[src/rtl/pc_sequencer.sv]
// pc_sequencer: architectural PC register with next-PC selection
// (sequential, conditional branch, call, return) and a circular
// return-address stack with sticky overflow/underflow flags.
module pc_sequencer #(
  parameter logic [15:0] RESET_PC  = 16'h0000,
  parameter int          RAS_DEPTH = 8
) (
  input  logic        i_clk,
  input  logic        i_rstn,
  input  logic        i_stall,
  input  logic [1:0]  i_pcsel,
  input  logic        i_cond,
  input  logic [15:0] i_target,
  input  logic        i_clrerr,
  output logic [15:0] o_pc,
  output logic        o_ras_empty,
  output logic        o_ras_full,
  output logic        o_ovf,
  output logic        o_unf
);

  localparam int            PW      = $clog2(RAS_DEPTH);
  localparam logic [PW:0]   C_DEPTH = (PW+1)'(RAS_DEPTH);
  localparam logic [1:0]    SEL_SEQ = 2'b00;
  localparam logic [1:0]    SEL_BR  = 2'b01;
  localparam logic [1:0]    SEL_CAL = 2'b10;
  localparam logic [1:0]    SEL_RET = 2'b11;

  logic [15:0]   r_pc;
  logic [PW-1:0] r_wp;
  logic [PW:0]   r_cnt;
  logic [15:0]   r_ras [RAS_DEPTH];
  logic          r_ovf;
  logic          r_unf;

  logic [15:0]   w_seq;
  logic [15:0]   w_tgt;
  logic [PW-1:0] w_wp_dec;
  logic [15:0]   w_pop_val;
  logic          w_empty;
  logic          w_full;
  logic [15:0]   w_pc_nxt;
  logic          w_push;
  logic          w_pop;
  logic          w_ovf_evt;
  logic          w_unf_evt;

  assign w_seq     = r_pc + 16'd2;
  assign w_tgt     = {i_target[15:1], 1'b0};
  assign w_wp_dec  = r_wp - PW'(1);
  assign w_pop_val = r_ras[w_wp_dec];
  assign w_empty   = (r_cnt == '0);
  assign w_full    = (r_cnt == C_DEPTH);

  // Next-PC selection and stack/flag events; stall suppresses every event.
  always_comb begin
    w_pc_nxt  = r_pc;
    w_push    = 1'b0;
    w_pop     = 1'b0;
    w_ovf_evt = 1'b0;
    w_unf_evt = 1'b0;
    if (!i_stall) begin
      case (i_pcsel)
        SEL_SEQ: w_pc_nxt = w_seq;
        SEL_BR:  w_pc_nxt = i_cond ? w_tgt : w_seq;
        SEL_CAL: begin
          w_pc_nxt  = w_tgt;
          w_push    = 1'b1;
          w_ovf_evt = w_full;
        end
        SEL_RET: begin
          if (w_empty) begin
            w_pc_nxt  = w_seq;
            w_unf_evt = 1'b1;
          end else begin
            w_pc_nxt = w_pop_val;
            w_pop    = 1'b1;
          end
        end
        default: w_pc_nxt = w_seq;
      endcase
    end
  end

  // PC, pointer, count and sticky flags; reset overrides stall and all inputs.
  always_ff @(posedge i_clk) begin
    if (!i_rstn) begin
      r_pc  <= RESET_PC;
      r_wp  <= '0;
      r_cnt <= '0;
      r_ovf <= 1'b0;
      r_unf <= 1'b0;
    end else begin
      r_pc <= w_pc_nxt;
      if (w_push) begin
        r_wp <= r_wp + PW'(1);
        if (!w_full) r_cnt <= r_cnt + (PW+1)'(1);
      end else if (w_pop) begin
        r_wp  <= w_wp_dec;
        r_cnt <= r_cnt - (PW+1)'(1);
      end
      // A new error event outranks a same-cycle clear.
      if (w_ovf_evt)     r_ovf <= 1'b1;
      else if (i_clrerr) r_ovf <= 1'b0;
      if (w_unf_evt)     r_unf <= 1'b1;
      else if (i_clrerr) r_unf <= 1'b0;
    end
  end

  // Stack storage; contents need no reset, a full push overwrites the oldest entry.
  always_ff @(posedge i_clk) begin
    if (i_rstn && w_push) r_ras[r_wp] <= w_seq;
  end

  assign o_pc        = r_pc;
  assign o_ras_empty = w_empty;
  assign o_ras_full  = w_full;
  assign o_ovf       = r_ovf;
  assign o_unf       = r_unf;

endmodule

[config.mk]
export PLATFORM = sky130hd
export DESIGN_NAME = pc_sequencer
export DESIGN_NICKNAME = d
export VERILOG_FILES = /design/src/rtl/pc_sequencer.sv
export SDC_FILE = /design/constraint.sdc
export NUM_CORES = 1
export LEC_CHECK = 0
export ABC_AREA = 1
export CAP_MARGIN = 20
export CORE_MARGIN = 2
export CORE_UTILIZATION = 50
export CTS_CLUSTER_SIZE = 12
export DETAILED_ROUTE_END_ITERATION = 10
export GPL_TIMING_DRIVEN = 0
export PLACE_DENSITY = 0.69
export SYNTH_ARGS = -nofsm -noshare
export SYNTH_HDL_FRONTEND = slang
export SYNTH_SLANG_ARGS = --single-unit
[constraint.sdc]
create_clock -name i_clk -period 2.6 [get_ports i_clk]
set_input_delay 0.26 -clock i_clk [delete_from_list [all_inputs] [get_ports i_clk]]
set_output_delay 0.26 -clock i_clk [all_outputs]
set_load 0.02 [all_outputs]
Word-level counts from Yosys, hierarchy flattened

Memories as Yosys holds them, arrays and structs flattened.
Cells that the tools add are included.

Logic and storage cells: 46
Bits of input ports: 23
Flip-flop bits (word level): 25
Memories kept: 1
Memory bits (writable): 128

Add/subtract/negate cells: 5
Reduce and logical (&&, ||, !) cells: 7
Equality and inequality tests: 5
Multiplexer cells: 23

Memories:

| memory | words | bits a word | read ports | clocked after memory_dff | write ports | RTL line | source |
|---|---|---|---|---|---|---|---|
| r_ras  | 8     | 16          | 1          | 0                        | 1           | 32       | `logic [15:0] r_ras [RAS_DEPTH];` |

Operators with widths:

| operator              | count |
|---|---|
| $pmux 16 s4           | 1 |
| $mux 16               | 2 |
| $add 16x2->16 const B | 1 |
| $mux 1                | 15 |
| $mux 4                | 3 |
| $mux 3                | 2 |
| $reduce_bool 2->1     | 3 |
| $add 4x1->4 const B   | 1 |
| $eq 2x2->1 const B    | 2 |
| $eq 4x4->1 const B    | 1 |
| $logic_not 4->1       | 1 |
| $sub 4x1->4 const B   | 1 |
| $add 3x1->3 const B   | 1 |
| $sub 3x1->3 const B   | 1 |
| $eq 2x1->1 const B    | 1 |
| $logic_not 2->1       | 1 |
| $ne 2x2->1 const B    | 1 |
| $reduce_and 2->1      | 1 |
| $logic_and 1x1->1     | 1 |

Depth between registers and ports, before layout

Gate-level depths: netlist of the first run.

Depth in word-level cells: 6
Gate-level depth with buffers: 14
Gate-level depth less buffers: 12

Least setup slack after synthesis of the first run

OpenSTA, ideal clock, no wires.

Path kind: input to register
Start point: in i_pcsel[0]
End point: mem r_ras[0][0], enable pin
Buffers on the path: 0
Slack: 588 ps
Library setup time: 388 ps
Stages on the path: 7
Arrival: 1623 ps
Cells stage by stage: inv_2 -> nand2_1 -> nor2_4 -> inv_1 -> nor2_1 -> nand2_1 -> nor2_1

Cells in the longest elaborated chain, start to end: 6

RTL lines:

| item                         | RTL line | source |
|---|---|---|
| start, declared              | 11       | `input logic [1:0] i_pcsel,` |
| $eq 2x2->1                   | 63       | `case (i_pcsel)` |
| $mux 1                       | 63       |  |
| $mux 1                       | 62       | `if (!i_stall) begin` |
| $logic_and 1x1->1            | 112      | `if (i_rstn && w_push) r_ras[r_wp] <= w_seq;` |
| $mux 1                       | 112      |  |
| $mux 1 (not written as such) | 112      |  |
| end, declared                | 32       |  |

Every way passes these cells.

Worst setup path after layout of the first run

Start point: in i_rstn
End point: mem r_ras[1][11], enable pin

Cells in the longest elaborated chain, start to end: 3

RTL lines:

| item                         | RTL line | source |
|---|---|---|
| start, declared              | 9        | `input logic i_rstn,` |
| $logic_and 1x1->1            | 112      |  |
| $mux 1                       | 112      |  |
| $mux 1 (not written as such) | 112      |  |

Every way passes these cells.

==> results of run 1 <==
## metal layers
metal	vias to the layer above	global-route usage (%)	share of wire (%)	wire, um
met2	275	43.4	49	8990
li1	2553	-	-	-
met5	-	0	0	0
met1	2563	32.0	39	7210
met4	0	11.8	2.7	488
met3	38	5.44	8.9	1630
## area by class of cell
type | instances | area share, %
sequential | 153 | 51.6
tap | 180 | 2.67
multi-input combinational | 486 | 27.9
clock buffer | 17 | 5.05
inverter | 44 | 1.99
clock inverter | 15 | 2.26
buffer | 30 | 2.42
timing repair buffer | 47 | 6.15
## report_power, final
group | internal (mW) | switching (mW)
sequential | 2.72 | 0.0506
combinational | 0.311 | 0.597
clock | 1.53 | 1.05
total | 4.56 | 1.69
## worst paths after layout
kind | endpoint | slack (ns) | cells after the start
worst max register to register | o_pc[2]$_SDFFE_PN0N_ | 0.09 | 12
worst max-delay path | r_ras[1][11]$_DFFE_PP_ | 0.05 | 6
worst min register to register | o_unf$_SDFFE_PN0P_ | 0.47 | 2
worst min-delay path | o_unf$_SDFFE_PN0P_ | 0.47 | 2
## critical path: cells and delay by family
family,cells,cell delay (ns)
buffers and inverters,3,1.30
AND/OR/NAND/NOR,3,1.12
## logic make-up (layout without fill, tap and decap cells)
logic type,after synthesis,count (layout),synth area share (%)
xor+xnor,8,8,1.21
simple gates,406,406,25.2
compound gates,66,66,5.29
fa+ha+maj,6,6,1.18
buf+inv,74,153,5.28
flops,153,153,61.9
## registers in the layout, indices dropped and copies added, names as in the netlist
register  cells
o_ovf         1
o_pc         16
o_unf         1
r_cnt         4
r_ras       128
r_wp          3
## stage by stage
step	hold WS [ns]	util, %
finish	0.472	61.2
CTS	0.479	61.0
global placement	0.458	55.6
detailed placement	0.461	56.5
global route	0.498	61.2
floorplan	0.398	-
## what timing repair did
item | 4_1_cts | 5_1_grt
setup endpoints to repair | 40 | 38
setup buffers | 0 | 0
resized for setup | 1 | 6
cloned | 0 | 0
## cell usage in the layout, fill, tap and decap left out, types with 2 or more instances in the layout
master           count
nor2_1              76
buf_4               10
nand3_1            101
xor2_2               2
nand2_2              8
nor2_2               6
inv_2                7
bufinv_16            3
buf_16               2
inv_8                2
a21oi_2              2
o21bai_2             2
o211ai_1             3
nand2_1            189
clkinv_1             2
inv_6                4
clkdlybuf4s50_1     41
clkbuf_16           17
clkbuf_1             2
o21ai_1              3
o21ai_0             31
buf_8                2
nand4_1              6
ha_1                 5
buf_2               12
buf_6                5
inv_1               35
nand3_2              4
and2_1               5
nor2_4               9
xor2_1               5
dfxtp_1             25
a21oi_1             21
clkinv_4             3
edfxtp_1           128
==> impl_metrics.csv, run 1 <==
group,metric,value,unit
synthesis,syn-num-nets,742,
cts,htree_levels,4,
timing,hold_viol_final,0,
floorplanning,dieWidth,122,um
route,first_pass_iters,5,
cells_and_area,seq_area,4340,um^2
cts,root_buffer,"clkbuf_16",
cts,clkTransAtPathRegs,0.06,ns
worst_setup_path,worst_path_largest_cell_delay,0.69,ns
worst_setup_path,worstPathCellList,"clkdlybuf4s50_1 -> clkinv_1 -> nor2_1 -> nand2_1 -> nor2_2 -> buf_16",
synthesis,synth_ff_type,"edfxtp_1",
cts,numCtsBuffers,17,
synthesis,ys_seq_area_share,61.9,%
global_route,grt_max_degree,17,
cts,cts_hold_buf,0,
run,drv_cap,0,
cells_and_area,stdcell_count,972,
floorplanning,rows,43,
synthesis,yosys_warnings,0,
timing,tightest_slew,0.796,ns
synthesis,yosysMostFrequentCell,"nand2_1",
hold_path,hold_path.startpoint,"o_unf$_SDFFE_PN0P_",
timing,relSlewSlack,46.8,%
synthesis,synth-seq-cells,153,
global_route,grt_pass1_wl,28400,um
cells_and_area,final_area,8430,um^2
worst_setup_path,critPathLaunch,"i_rstn",
route,ant_nets,0,
route,num_vias,5429,
worst_setup_path,startpoint_type,"primary input",
route,viasPerCell,5.59,
placed_design,dp_slack,-0.451,ns
route,wl_per_cell,18.9,um
cts,cts_sinks,153,
timing,slew_violations,0,
synthesis,synth_cells,713,
floorplanning,dieArea,15000,um^2
worst_setup_path,worst_path_max_delay_cell,"clkdlybuf4s50_1",
cts,clockBufferDepth,2,
timing,setup_viol,0,
cells_and_area,area_growth,20.0,%
synthesis,synth-edff-count,128,
synthesis,async_flop_share,0,%
timing,post-route-period-util,98.3,%
synthesis,synth_cell_types,38,
global_route,track_usage,25.8,%
hold_path,hold_class,"reg -> reg",
floorplanning,die_y,122,um
cells_and_area,final_nets,808,
power,p_total,6.26,mW
route,drc,0,
worst_setup_path,worstReg2RegStart,"r_wp[0]$_SDFFE_PN0P_",
power,irDropWorstVdd,0.426,mV
cells_and_area,antenna_cells,0,
placed_design,dp_hpwl,12400,um
synthesis,yosys-top-cells-count,"nand2_1, edfxtp_1, nand3_1, nor2_1, inv_1",
global_route,first_global_vias,5283,
cts,clk_latency,0.43,ns
timing,fmax,391,MHz
timing,skew,0.00800,ns
cells_and_area,drive_above_1_share,13.5,%
worst_setup_path,crit_arrival,2.69,ns
worst_setup_path,crit_type,"in -> reg",
timing,fin_ws,0.0450,ns
placed_design,dpl.cell_count,940,
cells_and_area,n_fill_cell,1156,
cts,tritoncts,"done",
route,drt_iter0_markers,632,
floorplanning,initial_core_util,51.0,%
synthesis,synth_top_area_share,54.7,%
placed_design,gp_congestion,0.908,
placed_design,numPortBuffers,41,
status,status,"finished, final reports clean",
placed_design,placed_cell_area,7780,um^2
global_route,antenna_found_initial,0,
worst_setup_path,crit_required,2.73,ns
synthesis,synth_area_leaders,"edfxtp_1, nand2_1, nand3_1, dfxtp_1, nor2_1",
timing,period_needed,2.55,ns
worst_setup_path,cp_max_fo,12,
worst_setup_path,worstSetupEndpointType,"flop",
timing,finalSetupTns,0,ns
floorplanning,core-area,13800,um^2
global_route,grt.overflow.total,0,
floorplanning,ios,43,
power,leakage,3.25,nW
cells_and_area,multiInputGateArea,2350,um^2
synthesis,syn_area_per_cell,9.85,um^2
synthesis,synth_top_area_cell,"edfxtp_1",
power,power.density,743,nW/um^2
route,wl,18300,um
synthesis,syn_area,7020,um^2
No activity file was read; power rests on OpenSTA's default activity.
==> run 2: changes to the inputs <==
Settings changed: RECOVER_POWER set to 25.
==> impl_metrics.csv, run 2 (synthesized netlist as in run 1, its figures left out) <==
group,metric,value,unit
floorplanning,dieArea,15000,um^2
timing,fmax,391,MHz
timing,skew,0.00800,ns
global_route,grt_pass1_wl,28400,um
worst_setup_path,crit_cells,6,
worst_setup_path,worst_r2r_path_depth,12,
cells_and_area,drive_above_1_share,12.9,%
placed_design,gp_congestion,0.908,
placed_design,numPortBuffers,41,
cells_and_area,antenna_cells,0,
route,wl_per_cell,18.8,um
floorplanning,rows,43,
cells_and_area,largest_reg_flops,128,
cells_and_area,final_nets,808,
floorplanning,dieWidth,122,um
floorplanning,core-area,13800,um^2
cells_and_area,fin_util,61.0,%
worst_setup_path,rr_endpoint,"o_pc[9]$_SDFFE_PN0N_",
timing,post-route-period-util,98.2,%
cts,clkTransAtPathRegs,0.06,ns
route,drc,0,
cts,cts_sinks,153,
cells_and_area,stdcell_count,972,
timing,tightest_slew,0.807,ns
power,power.density,743,nW/um^2
worst_setup_path,worst_path_max_delay_cell,"clkdlybuf4s50_1",
route,wl,18300,um
cts,cts_hold_buf,0,
worst_setup_path,crit_arrival,2.69,ns
route,viasPerCell,5.58,
cells_and_area,seq_area,4340,um^2
cells_and_area,mostFrequentLayoutCells,"nand2_1, edfxtp_1, nand3_1",
cts,numCtsBuffers,17,
timing,setup_viol,0,
worst_setup_path,endpoint,"r_ras[1][12]$_DFFE_PP_",
cells_and_area,n_fill_cell,1161,
worst_setup_path,r2r_slack,0.14,ns
worst_setup_path,crit_type,"in -> reg",
cts,clk_latency,0.42,ns
worst_setup_path,critPathTopFamily,"buffers and inverters",
cells_and_area,area_growth,19.7,%
timing,hold_viol_final,0,
route,drt_iter0_markers,659,
floorplanning,ios,43,
cells_and_area,largest_register,"r_ras",
timing,relSlewSlack,46.0,%
hold_path,hold_depth,2,
timing,fin_hold_ws,0.470,ns
cells_and_area,final_common_cell,"nand2_1",
worst_setup_path,worst_path_largest_cell_delay,0.69,ns
cts,tritoncts,"done",
floorplanning,die_y,122,um
timing,slew_violations,0,
power,irDropWorstVdd,0.423,mV
cts,clockBufferDepth,2,
status,status,"finished, final reports clean",
worst_setup_path,cp_max_fo,12,
cells_and_area,final_area,8400,um^2
worst_setup_path,crit_required,2.73,ns
power,leakage,3.25,nW
global_route,first_global_vias,5283,
timing,period_needed,2.55,ns
worst_setup_path,worstReg2RegStart,"r_wp[0]$_SDFFE_PN0P_",
floorplanning,initial_core_util,51.0,%
worst_setup_path,worstSetupEndpointType,"flop",
worst_setup_path,startpoint_type,"primary input",
placed_design,dpl.cell_count,940,
cells_and_area,multiInputGateArea,2330,um^2
cts,cts_setup_buffers,0,
placed_design,placed_cell_area,7780,um^2
global_route,antenna_found_initial,0,
hold_path,hold_class,"reg -> reg",
worst_setup_path,worstPathCellList,"clkdlybuf4s50_1 -> clkinv_1 -> nor2_1 -> nand2_1 -> nor2_2 -> buf_16",
route,ant_nets,0,
cts,root_buffer,"clkbuf_16",
global_route,track_usage,25.8,%
hold_path,hold_path.startpoint,"o_unf$_SDFFE_PN0P_",
worst_setup_path,critical_path_buf_inv_count,3,
route,num_vias,5422,
global_route,grt.overflow.total,0,
run,drv_cap,0,
global_route,grt_max_degree,17,
cts,htree_levels,4,
power,p_total,6.25,mW
worst_setup_path,critPathLaunch,"i_rstn",
placed_design,dp_hpwl,12400,um
route,first_pass_iters,5,
==> run 2: cell types whose count changed in the layout (fill, tap and decap cells not counted), sizes merged <==
cell           delta
dlygate4sd3       +2
clkdlybuf4s50     -2
==> run 2: repair_timing <==
action / CTS / global route
setup endpoints to repair: 40 / 38
resized for setup: 1 / 6
endpoints found under the hold margin: 0 / 0
==> run 2: worst register-to-register path, stage by stage (launching register included) <==
cell and delay [ns]:
dfxtp_1 0.35, buf_4 0.17, inv_4 0.07, buf_2 0.20
ha_1 0.39, buf_1 0.50, nand3_1 0.17, nand3_1 0.13
nand2_1 0.08, nand2_1 0.13, nand4_1 0.10, nand2_1 0.07
inv_1 0.03
==> run 2: layout make-up <==
| type | instances | area share (%) |
|---|---|---|
| clock inverters | 15 | 2.26 |
| well taps | 180 | 2.68 |
| multi-input cells | 486 | 27.7 |
| clock buffers | 17 | 5.06 |
| inverters | 44 | 2.00 |
| plain buffers | 30 | 2.43 |
| repair buffers | 47 | 6.16 |
| flip-flops and latches | 153 | 51.7 |
==> run 2: through the flow <==
| stage | TNS (ns) | setup WS (ns) |
|---|---|---|
| 2_1_floorplan | 0 | 0.588 |
| 3_3_place_gp | -117.89 | -1.04 |
| 3_5_place_dp | -36.39 | -0.451 |
| 4_1_cts | -0.375 | -0.0211 |
| 5_1_grt | -0.409 | -0.0390 |
| 6_report | 0 | 0.0456 |
==> run 2: worst min-delay path by stage <==
stage	to	slack [ns]
5_1_grt	o_unf$_SDFFE_PN0P_	0.50
6_report	o_unf$_SDFFE_PN0P_	0.47
3_5_place_dp	o_unf$_SDFFE_PN0P_	0.46
2_1_floorplan	o_pc[8]$_SDFFE_PN0N_	0.40
4_1_cts	o_unf$_SDFFE_PN0P_	0.48
3_3_place_gp	o_unf$_SDFFE_PN0P_	0.46
==> run 2: where the power goes <==
part	switching [mW]	internal [mW]	leakage, nW	total [mW]
logic	0.593	0.310	1.57	0.902
clock network	1.04	1.53	0.300	2.58
registers	0.0489	2.72	1.38	2.77
total	1.68	4.56	3.25	6.25
==> run 2: per-layer routing <==
| metal | vias to the layer above | GRT usage [%] | share of wire, % |
|---|---|---|---|
| met5 | - | 0 | 0 |
| met1 | 2561 | 32.0 | 39 |
| li1 | 2555 | - | - |
| met4 | 0 | 11.8 | 3.0 |
| met3 | 44 | 5.44 | 8.8 |
| met2 | 262 | 43.4 | 49 |
==> run 3: changes to the inputs <==
Settings changed: ABC_CLOCK_PERIOD_IN_PS set to 2600, CORE_ASPECT_RATIO set to 0.7, REMOVE_ABC_BUFFERS set to 1.
==> impl_metrics.csv, run 3 (synthesized netlist as in run 1, its figures left out) <==
group,metric,value,unit
global_route,antenna_found_initial,0,
cts,clockBufferDepth,2,
placed_design,gp_congestion,0.845,
power,seq_power_share,45.5,%
route,drt_iter0_markers,376,
power,irDropWorstVdd,0.547,mV
cells_and_area,antenna_cells,0,
route,drc,0,
worst_setup_path,critPathLaunch,"r_wp[0]$_SDFFE_PN0P_",
cts,clkTransAtPathRegs,0.06,ns
timing,slew_violations,0,
cells_and_area,stdcell_count,960,
run,drv_cap,0,
timing,setup_viol,0,
cts,clk_latency,0.41,ns
worst_setup_path,startpoint_type,"flop",
global_route,first_global_vias,5034,
power,internal-power,4.53,mW
timing,rsz0062_at_grt,"false",
global_route,grt_pass1_wl,27000,um
timing,relSlewSlack,40.6,%
cells_and_area,drive_above_1_share,11.4,%
power,p_comb_share,13.8,%
worst_setup_path,crit_required,2.94,ns
global_route,grt_max_degree,64,
worst_setup_path,worstSetupEndpointType,"flop",
cts,tritoncts,"done",
cells_and_area,area_growth,19.0,%
floorplanning,dieWidth,146,um
route,first_pass_iters,5,
route,wl,17300,um
power,power.density,731,nW/um^2
floorplanning,ios,43,
floorplanning,die_y,103,um
floorplanning,core-area,13800,um^2
route,ant_nets,0,
worst_setup_path,cp_max_fo,63,
status,status,"finished, final reports clean",
cells_and_area,largest_reg_flops,128,
cells_and_area,final_nets,786,
cells_and_area,final_common_cell,"nand2_1",
timing,period_needed,2.43,ns
route,wl_per_cell,18.1,um
power,pwr-share-clk,40.7,%
cts,htree_levels,4,
cts,numCtsBuffers,17,
floorplanning,initial_core_util,50.8,%
timing,tightest_slew,0.891,ns
timing,hold_viol_final,0,
cells_and_area,largest_register,"r_ras",
worst_setup_path,worstReg2RegStart,"r_wp[0]$_SDFFE_PN0P_",
timing,skew,0.0113,ns
worst_setup_path,crit_type,"reg -> reg",
placed_design,numPortBuffers,41,
floorplanning,dieArea,15000,um^2
hold_path,hold_path.startpoint,"i_rstn",
timing,post-route-period-util,93.4,%
placed_design,dpl.cell_count,924,
route,viasPerCell,5.40,
hold_path,hold_class,"in -> reg",
worst_setup_path,crit_arrival,2.77,ns
cts,cts_hold_buf,0,
cts,cts_sinks,153,
power,leakage,3.15,nW
cells_and_area,mostFrequentLayoutCells,"nand2_1, edfxtp_1, nand3_1",
worst_setup_path,r2r_slack,0.17,ns
placed_design,dp_hpwl,10700,um
cts,root_buffer,"clkbuf_16",
power,p_total,6.11,mW
global_route,grt.overflow.total,0,
power,p_sw,1.58,mW
timing,fmax,412,MHz
cells_and_area,fin_util,60.4,%
global_route,track_usage,24.2,%
route,num_vias,5181,
floorplanning,rows,36,
power,switching_share,25.9,%
## run 3: cell types whose count changed in the layout (fill, tap and decap cells not counted), sizes merged
cell           change
clkbuf             +1
clkdlybuf4s50      -1
bufbuf             -1
buf               -19
clkinvlp           +4
inv                -5
dlygate4sd3        -1
## run 3: worst max-delay path, stage by stage (launching register included)
cell and delay [ns]:
dfxtp_4 0.50, buf_16 0.27, inv_8 0.17, ha_4 0.36, buf_16 0.17, clkinv_8 0.18
nand3_1 0.14, nand3_1 0.08, nand2_1 0.09, nand2_1 0.07, nand2_1 0.12, nor2_1 0.05
nor2_1 0.08
## run 3: repair_timing
action | in CTS | in global routing
gates cloned | 0 | 0
setup endpoints to repair | 146 | 113
pin swaps | 0 | 2
gates resized for setup | 15 | 8
setup buffers | 0 | 4
## run 3: area by class of cell
| class | count | area (um^2) |
|---|---|---|
| clock inverters | 14 | 171 |
| multi-input cells | 486 | 2360 |
| clock buffers | 18 | 429 |
| repair buffers | 55 | 623 |
| inverters | 44 | 186 |
| fillers | 1104 | 5470 |
| flip-flops and latches | 153 | 4350 |
| well taps | 190 | 238 |
## run 3: stage by stage
stage          worst slack [ns]  hold slack, ns  TNS, ns  area, um^2
5_1_grt                  0.0151           0.389        0        8350
6_report                  0.171           0.381        0        8350
4_1_cts                 -0.0906           0.480    -2.36        8320
3_5_place_dp              -1.11           0.473  -128.85        7670
2_1_floorplan             -1.17           0.380   -44.91        6820
3_3_place_gp              -3.48           0.457  -299.34        7470
## run 3: path summary, 6_finish.rpt
| check | end | depth (start not counted) |
|---|---|---|
| setup / recovery | o_pc[10]$_SDFFE_PN0N_ | 12 |
| hold / removal | r_cnt[3]$_SDFFE_PN0P_ | 3 |
| setup reg to reg | o_pc[10]$_SDFFE_PN0N_ | 12 |
| hold reg to reg | o_unf$_SDFFE_PN0P_ | 2 |
## run 3: power groups by stage
stage	Sequential (mW)	Clock, mW	Combinational [mW]
floorplan	2.85	0	0.468
global placement	2.85	0	0.745
detailed placement	2.83	0	0.805
CTS	2.78	2.52	0.824
global route	2.78	2.60	0.935
finish	2.78	2.49	0.840
## run 3: metal layers
layer  up-vias  track usage, %  part of all wire [%]
met5         -               0                     0
met4         0            10.0                   1.7
met1      2447            32.2                    44
li1       2504               -                     -
met3        25            4.60                   6.9
met2       205            39.8                    48
